[src/rtl/mcdf_chnl_arbiter_if.sv]
// mcdf_chnl_arbiter_if: channel request bundle plus formatter output bus
interface mcdf_chnl_arbiter_if #(parameter int DW = 8);
  logic [DW-1:0] ch0_data, ch1_data, ch2_data;
  logic ch0_valid, ch1_valid, ch2_valid;
  logic ch0_ready, ch1_ready, ch2_ready;
  logic [DW-1:0] fmt_data;
  logic fmt_valid, fmt_last, fmt_ready;
  logic [1:0] fmt_id;
  modport master (
    output ch0_data, ch1_data, ch2_data, ch0_valid, ch1_valid, ch2_valid, fmt_ready,
    input ch0_ready, ch1_ready, ch2_ready, fmt_data, fmt_valid, fmt_last, fmt_id
  );
  modport slave (
    input ch0_data, ch1_data, ch2_data, ch0_valid, ch1_valid, ch2_valid, fmt_ready,
    output ch0_ready, ch1_ready, ch2_ready, fmt_data, fmt_valid, fmt_last, fmt_id
  );
endinterface

[src/rtl/mcdf_chnl_arbiter.sv]
// mcdf_chnl_arbiter: 3-channel priority/round-robin burst arbiter feeding the formatter
module mcdf_chnl_arbiter #(
  parameter int DW = 8
) (
  input  logic       clk,
  input  logic       rstn,
  input  logic [2:0] cfg_en,
  input  logic [5:0] cfg_prio,
  input  logic [2:0] cfg_len,
  mcdf_chnl_arbiter_if.slave bus
);
  typedef enum logic {IDLE, GRANT} state_t;
  state_t state, state_nxt;
  logic [1:0] id, rr, win, c;
  logic [2:0] cnt, len, best, vld, elig;
  logic [DW-1:0] data_q, sel_data;
  logic gnt, sel_valid, xfer;
  assign vld = {bus.ch2_valid, bus.ch1_valid, bus.ch0_valid};
  assign elig = vld & cfg_en;
  assign gnt = state == GRANT;
  assign sel_data = id == 2'd2 ? bus.ch2_data : id == 2'd1 ? bus.ch1_data : bus.ch0_data;
  assign sel_valid = id == 2'd2 ? bus.ch2_valid : id == 2'd1 ? bus.ch1_valid : bus.ch0_valid;
  assign bus.fmt_valid = gnt & sel_valid;
  assign bus.fmt_last = bus.fmt_valid & (cnt == len);
  assign bus.fmt_data = gnt ? sel_data : data_q;
  assign bus.fmt_id = id;
  assign bus.ch0_ready = gnt & (id == 2'd0) & bus.fmt_ready;
  assign bus.ch1_ready = gnt & (id == 2'd1) & bus.fmt_ready;
  assign bus.ch2_ready = gnt & (id == 2'd2) & bus.fmt_ready;
  assign xfer = bus.fmt_valid & bus.fmt_ready;
  // Scan in round-robin order from rr+1; strict < keeps the first channel of equal priority
  always_comb begin
    win = 2'd0;
    best = 3'd4;
    c = rr;
    for (int k = 0; k < 3; k++) begin
      c = c == 2'd2 ? 2'd0 : c + 2'd1;
      if (elig[c] && {1'b0, cfg_prio[{c, 1'b0} +: 2]} < best) begin
        best = {1'b0, cfg_prio[{c, 1'b0} +: 2]};
        win = c;
      end
    end
  end
  always_comb begin
    state_nxt = state;
    if (state == IDLE) state_nxt = |elig ? GRANT : IDLE;
    else state_nxt = xfer && bus.fmt_last ? IDLE : GRANT;
  end
  always_ff @(posedge clk or negedge rstn)
    if (!rstn) state <= IDLE;
    else state <= state_nxt;
  always_ff @(posedge clk or negedge rstn)
    if (!rstn) begin
      id <= 2'd0;
      rr <= 2'd2;
      len <= 3'd0;
      cnt <= 3'd0;
      data_q <= '0;
    end else begin
      if (state == IDLE && |elig) begin
        id <= win;
        rr <= win;
        len <= cfg_len;
      end
      if (gnt) data_q <= sel_data;
      if (xfer) cnt <= bus.fmt_last ? 3'd0 : cnt + 3'd1;
    end
endmodule

[src/flat_wrapper.sv]
// flat-port wrapper written by rule: the top's interface ports become plain ports
module mcdf_chnl_arbiter_flat 
#(
  parameter int DW = 8
)
  (clk, rstn, cfg_en, cfg_prio, cfg_len, bus_ch0_data, bus_ch1_data, bus_ch2_data, bus_ch0_valid, bus_ch1_valid, bus_ch2_valid, bus_fmt_ready, bus_ch0_ready, bus_ch1_ready, bus_ch2_ready, bus_fmt_data, bus_fmt_valid, bus_fmt_last, bus_fmt_id);
  mcdf_chnl_arbiter_if #(.DW(DW)) bus_i ();
  input  logic clk;
  input  logic rstn;
  input  logic [2:0] cfg_en;
  input  logic [5:0] cfg_prio;
  input  logic [2:0] cfg_len;
  input wire logic [$bits(bus_i.ch0_data)-1:0] bus_ch0_data;
  input wire logic [$bits(bus_i.ch1_data)-1:0] bus_ch1_data;
  input wire logic [$bits(bus_i.ch2_data)-1:0] bus_ch2_data;
  input wire logic [$bits(bus_i.ch0_valid)-1:0] bus_ch0_valid;
  input wire logic [$bits(bus_i.ch1_valid)-1:0] bus_ch1_valid;
  input wire logic [$bits(bus_i.ch2_valid)-1:0] bus_ch2_valid;
  input wire logic [$bits(bus_i.fmt_ready)-1:0] bus_fmt_ready;
  output wire logic [$bits(bus_i.ch0_ready)-1:0] bus_ch0_ready;
  output wire logic [$bits(bus_i.ch1_ready)-1:0] bus_ch1_ready;
  output wire logic [$bits(bus_i.ch2_ready)-1:0] bus_ch2_ready;
  output wire logic [$bits(bus_i.fmt_data)-1:0] bus_fmt_data;
  output wire logic [$bits(bus_i.fmt_valid)-1:0] bus_fmt_valid;
  output wire logic [$bits(bus_i.fmt_last)-1:0] bus_fmt_last;
  output wire logic [$bits(bus_i.fmt_id)-1:0] bus_fmt_id;
  assign bus_i.ch0_data = bus_ch0_data;
  assign bus_i.ch1_data = bus_ch1_data;
  assign bus_i.ch2_data = bus_ch2_data;
  assign bus_i.ch0_valid = bus_ch0_valid;
  assign bus_i.ch1_valid = bus_ch1_valid;
  assign bus_i.ch2_valid = bus_ch2_valid;
  assign bus_i.fmt_ready = bus_fmt_ready;
  assign bus_ch0_ready = bus_i.ch0_ready;
  assign bus_ch1_ready = bus_i.ch1_ready;
  assign bus_ch2_ready = bus_i.ch2_ready;
  assign bus_fmt_data = bus_i.fmt_data;
  assign bus_fmt_valid = bus_i.fmt_valid;
  assign bus_fmt_last = bus_i.fmt_last;
  assign bus_fmt_id = bus_i.fmt_id;
  mcdf_chnl_arbiter #(.DW(DW)) u_core (.clk(clk), .rstn(rstn), .cfg_en(cfg_en), .cfg_prio(cfg_prio), .cfg_len(cfg_len), .bus(bus_i));
endmodule
[config.mk]
export PLATFORM = sky130hd
export DESIGN_NAME = mcdf_chnl_arbiter_flat
export DESIGN_NICKNAME = d
export VERILOG_FILES = /design/src/rtl/mcdf_chnl_arbiter_if.sv /design/src/rtl/mcdf_chnl_arbiter.sv /design/src/flat_wrapper.sv
export SDC_FILE = /design/constraint.sdc
export NUM_CORES = 1
export LEC_CHECK = 0
export ABC_AREA = 1
export BUFFER_PORTS_ARGS = -buffer_cell sky130_fd_sc_hd__buf_4
export CAP_MARGIN = 15
export CORE_ASPECT_RATIO = 1.75
export CORE_UTILIZATION = 42
export CTS_CLUSTER_SIZE = 24
export DETAILED_ROUTE_END_ITERATION = 16
export PLACE_DENSITY = 0.68
export SLEW_MARGIN = 20
export SYNTH_ARGS = -nofsm -noshare
export SYNTH_HDL_FRONTEND = slang
export SYNTH_SLANG_ARGS = --single-unit
[constraint.sdc]
create_clock -name clk -period 5.4 [get_ports clk]
set_input_delay 0.27 -clock clk [delete_from_list [all_inputs] [get_ports clk]]
set_output_delay 0.27 -clock clk [all_outputs]
set_load 0.01 [all_outputs]
## Word-level counts from Yosys, hierarchy flattened

Index checks and enable logic that the tools add are counted.

| storage, ports and cells | value |
|---|---|
| flip-flop bits (word level) | 19 |
| bits of input ports | 42 |
| output and inout bits | 15 |
| logic and storage cells | 64 |

| operators by class | value |
|---|---|
| $add $sub $neg | 4 |
| order comparisons | 5 |
| eq/ne operators | 6 |
| shift operators | 3 |
| mux-type cells | 23 |
| bitwise operators | 11 |
| reduce and logical (&&, ||, !) cells | 6 |

Operators with widths:

| operator | number |
|---|---|
| 8-bit two-way mux | 3 |
| 6-bit by 4-bit variable part select with 2-bit output | 3 |
| 2-bit two-way mux | 6 |
| 1-bit bitwise AND | 9 |
| 2-bit by 3-bit less-than comparator with 1-bit output (second input constant) | 3 |
| 3-bit two-way mux | 3 |
| 2-bit equality test (second input constant) | 4 |
| 1-bit two-way mux | 8 |
| 2-bit by 1-bit adder with 2-bit output (second input constant) | 3 |
| 1-bit binary-select mux with 2-bit select | 3 |
| 2-bit by 3-bit less-than comparator with 1-bit output | 2 |
| 1-bit logical AND | 4 |
| 3-bit by 1-bit adder with 3-bit output (second input constant) | 1 |
| 3-bit bitwise AND | 1 |
| 3-bit equality test | 1 |
| 3-bit OR reduction | 1 |
| 2-bit by 1-bit equality test with 1-bit output (second input constant) | 1 |
| 2-bit zero test | 1 |
| 1-bit inverter | 1 |

## Longest topological paths before layout

| depth | value |
|---|---|
| depth after elaboration | 11 |
| mapped depth | 20 |
| mapped depth without buffers | 19 |

## Worst setup path after synthesis

OpenSTA, ideal clock, no wires.

| timing | value |
|---|---|
| path type | register to register |
| start point | register u_core.rr[1] |
| end point | register u_core.rr[0] |
| setup time | 0.117 ns |
| data arrival time | 2.523 ns |
| required time | 5.283 ns |
| setup slack | 2.760 ns |
| stages on the path, launching flop included | 21 |
| path buffers | 1 |
| period minus slack after synthesis | 2.640 ns |
| path through | dfstp_2 > buf_6 > nor2_8 > nand2_4 > nand2_4 > nor2_8 > o2111ai_1 > ha_1 > nor3b_2 > nand2_2 > nand3_4 > nand2_1 > o21ai_0 > ha_1 > inv_1 > nor2_1 > nand2_2 > nand2_2 > nand2_1 > nand3_1 > nand2_1 |

| on the way | value |
|---|---|
| cells in the longest elaborated chain, start to end | 11 |
| elaborated cells between the ends (all ways) | 27 |
| those cells by class | add/sub: 3; order compare: 2; eq/ne: 3; shift: 3; mux: 14; reduce/logical: 2 |

Ends and longest elaborated chain:

| what | RTL line | text |
|---|---|---|
| start, declared | mcdf_chnl_arbiter.sv:14 | `logic [1:0] id, rr, win, c;` |
| start signal, assigned | mcdf_chnl_arbiter.sv:62 | `rr <= win;` |
| 2-bit by 1-bit adder with 2-bit output or 2-bit equality test (tied branches) | mcdf_chnl_arbiter.sv:37 | `c = c == 2'd2 ? 2'd0 : c + 2'd1;` |
| 2-bit two-way mux * | mcdf_chnl_arbiter.sv:37 |  |
| 2-bit by 1-bit adder with 2-bit output (tied with other cells) | mcdf_chnl_arbiter.sv:37 |  |
| 2-bit two-way mux or 1-bit two-way mux (tied branches) | mcdf_chnl_arbiter.sv:37, mcdf_chnl_arbiter.sv:38 |  |
| 6-bit by 4-bit variable part select with 2-bit output (tied with other cells) | mcdf_chnl_arbiter.sv:38, mcdf_chnl_arbiter.sv:39 |  |
| 2-bit by 3-bit less-than comparator with 1-bit output or 1-bit two-way mux (tied branches) | mcdf_chnl_arbiter.sv:38 | `if (elig[c] && {1'b0, cfg_prio[{c, 1'b0} +: 2]} < best) begin` |
| 1-bit logical AND | mcdf_chnl_arbiter.sv:38 |  |
| 3-bit two-way mux | mcdf_chnl_arbiter.sv:38 |  |
| 2-bit by 3-bit less-than comparator with 1-bit output | mcdf_chnl_arbiter.sv:38 |  |
| 1-bit logical AND | mcdf_chnl_arbiter.sv:38 |  |
| 2-bit two-way mux * | mcdf_chnl_arbiter.sv:38 |  |

Mark *: on every way between the ends. The rest lies on a longest branch, timed or not. The select of a mux whose other input is x is not followed.
A chain may end at the register's enable or synchronous reset.

## Worst setup path after layout

Ends and elaborated chain as after synthesis.

==> flow_summary_export.csv <==
group,metric,value,unit
timing,finalCritPeriodShare,55.32,%
run_status,status,"finished clean",
detailed_routing,dr_total_vias,1448,
clock_network,ctsResizeCount,0,
global_routing,grt_pass1_vias,1412,
die,dieArea,0.003685,sq mm
pwr,switching_power,0.4645,mW
min_path,hold_path_class,"in -> reg",
logic_synthesis,synth_nets,233,
logic_synthesis,ys_seq_area_share,31.28,%
placed_design,dp_hpwl,3120,um
die,die_h,79.57,um
clock_network,ctsHtreeMaxLevel,1,
logic_synthesis,synth_top_family_by_area,"simple AND/OR/NAND/NOR gates",
clock_network,clockBufferDepth,2,
logic_synthesis,synth-adder-area-share,2.600,%
run,drv_cap,0,
critical_path,worst_ep_arrival_time,3.13,ns
logic_synthesis,yosys_warnings,0,
logic_synthesis,synth_compound_area_share,14.30,%
die,ioPinCount,57,
timing,final-hold-violation-count,0,
logic_synthesis,synth.avg_cell_area,7.680,sq um
logic_synthesis,synth_cell_types,34,
layout,final_layout_size_suffix_gt1_share,38.52,%
pwr,p_int,0.5268,mW
pwr,clkPwrFrac,9.9,%
clock_network,cts.clk_slew.worst_paths,0.07,ns
detailed_routing,detail-route-antenna-nets,0,
critical_path,crit_path_end_kind,"flip-flop",
pwr,p_sw_share,46.86,%
layout,design.final.nets,290,
logic_synthesis,ys_seq_elements,18,
detailed_routing,firstDrtPassIters,4,
die,num_rows,27,
logic_synthesis,syn_area,0.001444,sq mm
layout,area_growth,33.80,%
critical_path,worstSetupStartpointType,"flip-flop",
logic_synthesis,synth_cells,188,
pwr,cellPowerDensity,513.2,mW/mm^2
placed_design,gp_congestion,0.8243,
layout,regArea,451.7,sq um
clock_network,cts_buffers,3,
global_routing,gr-total-overflow,0,
timing,worst_pin_slew,0.5724,ns
timing,setup_violations,0,
global_routing,grt_start_max_net_pins,19,
die,die_width,46.32,um
clock_network,clock_sinks,18,
die,start_util,44.99,%
global_routing,grt_pass1_wl,6147,um
timing,rsz0062_at_grt,"no",
detailed_routing,first_iter_violations,20,
clock_network,cts_tree,"built",
timing,fin_setup_tns,0,ns
timing,period_needed,2.987,ns
clock_network,clkLatencyLatePin,0.25,ns
layout,multi_input_area,875.8,sq um
pwr,vdd_drop_max,284.5,uV
pwr,pwr-share-comb,63.3,%
timing,finalClockSkew,0.002233,ns
critical_path,crit_fanout,11,
placed_design,portBuffers,56,
clock_network,root_buffer,"clkbuf_8",
logic_synthesis,synthSimpleGateAreaFrac,35.70,%
detailed_routing,drt-wirelength-per-cell,13.25,um
layout,n_antenna_cell,0,
timing,fmax,0.3348,GHz
placed_design,place_ws,2.409,ns
logic_synthesis,yosys-mux-area-fraction,6.239,%
critical_path,critical_path_required,5.54,ns
layout,fillers,305,
logic_synthesis,synth_xor_area_share,1.820,%
global_routing,antenna_found_initial,0,
detailed_routing,routed_wirelength,3804,um
timing,slew_headroom,61.84,%
detailed_routing,post_drt_via_cell_ratio,5.045,
pwr,power_leakage,0.9655,nW
timing,setup_slack,2.413,ns
global_routing,gr-usage-all-layers,22.97,%
timing,final_max_slew_viol_count,0,
die,core_area,0.003209,sq mm
critical_path,critical_path_class,"reg -> reg",
pwr,power_frac_seq,26.7,%
detailed_routing,drc,0,
## power by group through the flow
stage,combinational [mW],sequential (mW),clock [mW]
final,0.628,0.265,0.0984
after global routing,0.698,0.274,0.107
after CTS,0.639,0.265,0.0984
after detailed placement,0.635,0.268,0
after global placement,0.629,0.266,0
after floorplan,0.478,0.233,0
## final timing paths
kind | slack (ns) | from | to | depth (start not counted)
min reg2reg | 0.50 | u_core.data_q[2]$_DFF_PN0_ | u_core.data_q[2]$_DFF_PN0_ | 2
max | 2.41 | u_core.rr[1]$_DFFE_PN1P_ | u_core.rr[0]$_DFFE_PN0P_ | 19
min | 0.21 | cfg_len[1] | u_core.len[1]$_DFFE_PN0P_ | 3
max in group asynchronous | 4.72 | rstn | u_core.rr[1]$_DFFE_PN1P_ | 2
max reg2reg | 2.41 | u_core.rr[1]$_DFFE_PN1P_ | u_core.rr[0]$_DFFE_PN0P_ | 19
min in group asynchronous | 0.42 | rstn | u_core.rr[0]$_DFFE_PN0P_ | 2
## synth_stat cells
cell,instances,area [sq um]
nand3_4,1,17.52
a221oi_1,2,17.52
a22o_1,1,8.760
nor3b_2,1,12.51
xnor2_1,3,26.28
a22oi_1,1,7.510
clkbuf_1,1,3.750
ha_1,3,37.54
o2111ai_1,1,8.760
nand3_1,8,40.04
nand2_4,3,33.78
clkinv_1,1,3.750
dfstp_2,1,26.28
nand3_2,4,40.04
inv_1,15,56.30
inv_2,4,15.01
nor2_4,2,22.52
o21ai_0,23,115.1
o221ai_2,1,15.01
and3_1,1,6.260
dfrtp_1,17,425.4
nor2_8,2,40.04
a21oi_1,4,20.02
nor2_2,3,18.77
nand2_2,5,31.28
nand2_1,45,168.9
nand4_1,1,6.260
buf_4,2,15.01
nor3_1,2,10.01
mux2_2,8,90.09
buf_6,2,22.52
o21a_1,1,7.510
o22ai_1,1,6.260
nor2_1,18,67.56
## sequential cells by signal, indices dropped and copies added (netlist names)
register	flops
u_core.data_q	8
u_core.cnt	3
u_core.len	3
u_core.rr	2
u_core.bus.fmt_id	1
u_core.gnt	1
## per-stage QoR
| step | utilization (%) | total power, mW | cell area, sq um | cells | hold WS, ns |
|---|---|---|---|---|---|
| 3_3_place_gp | 58.48 | 0.8956 | 1877 | 282 | 0.1573 |
| 2_1_floorplan | - | 0.7104 | 1444 | 188 | -0.02559 |
| 6_report | 60.19 | 0.9913 | 1932 | 287 | 0.2098 |
| 3_5_place_dp | 58.48 | 0.9029 | 1877 | 282 | 0.1541 |
| 4_1_cts | 60.19 | 1.002 | 1932 | 287 | 0.2125 |
| 5_1_grt | 60.19 | 1.080 | 1932 | 287 | 0.2031 |
## worst max-delay path: stages (launching register included)
cell       delay [ns]
dfstp_2          0.70
inv_2            0.12
nand2_4          0.12
nor2_4           0.08
nor2_8           0.13
o2111ai_1        0.14
ha_1             0.30
nor3b_2          0.16
nand2_2          0.10
nand3_4          0.10
nand2_1          0.08
o21ai_0          0.09
ha_1             0.29
inv_1            0.03
nor2_1           0.11
nand2_2          0.08
nand2_2          0.07
nand2_1          0.05
nand3_1          0.06
nand2_1          0.06
## cell type report
type,instances,share of cell area [%]
Clock buffer,4,2.332
Inverter,20,3.886
Timing Repair Buffer,57,22.28
Tap cell,43,2.785
Sequential cell,18,23.38
Multi-Input combinational cell,145,45.34
## repair_timing
action | 4_1_cts | 5_1_grt
hold endpoints to repair | 17 | 0
hold buffers | 1 | 0
buffers inserted | 0 | 0
endpoints found under the setup margin | 0 | 0
## cells in the final DEF (no fill, tap or decap)
cell	instances
a21oi_1	4
a221oi_1	2
a22o_1	1
a22oi_1	1
and3_1	1
buf_4	56
clkbuf_1	1
clkbuf_8	3
clkinv_1	1
dfrtp_1	17
dfstp_2	1
dlygate4sd3_1	1
ha_1	3
inv_1	15
inv_2	4
mux2_2	8
nand2_1	45
nand2_2	5
nand2_4	3
nand3_1	8
nand3_2	4
nand3_4	1
nand4_1	1
nor2_1	18
nor2_2	3
nor2_4	2
nor2_8	2
nor3_1	2
nor3b_2	1
o2111ai_1	1
o21a_1	1
o21ai_0	23
o221ai_2	1
o22ai_1	1
xnor2_1	3
## layer usage
layer,routed length (um),up-vias,GRT usage (%)
li1,-,735,-
met1,1374,674,23.63
met2,2248,35,43.19
met3,118,4,3.620
met4,63,0,7.647
met5,0,-,0
## kinds of logic after synthesis
family	after synthesis
AOI/OAI and AO/OA	35
buffers and inverters	25
xor gates and xnor gates	3
muxes	8
adders and majority gates	3
DFF	18
and+or+nand+nor	96
(Power assumes the default switching activity.)
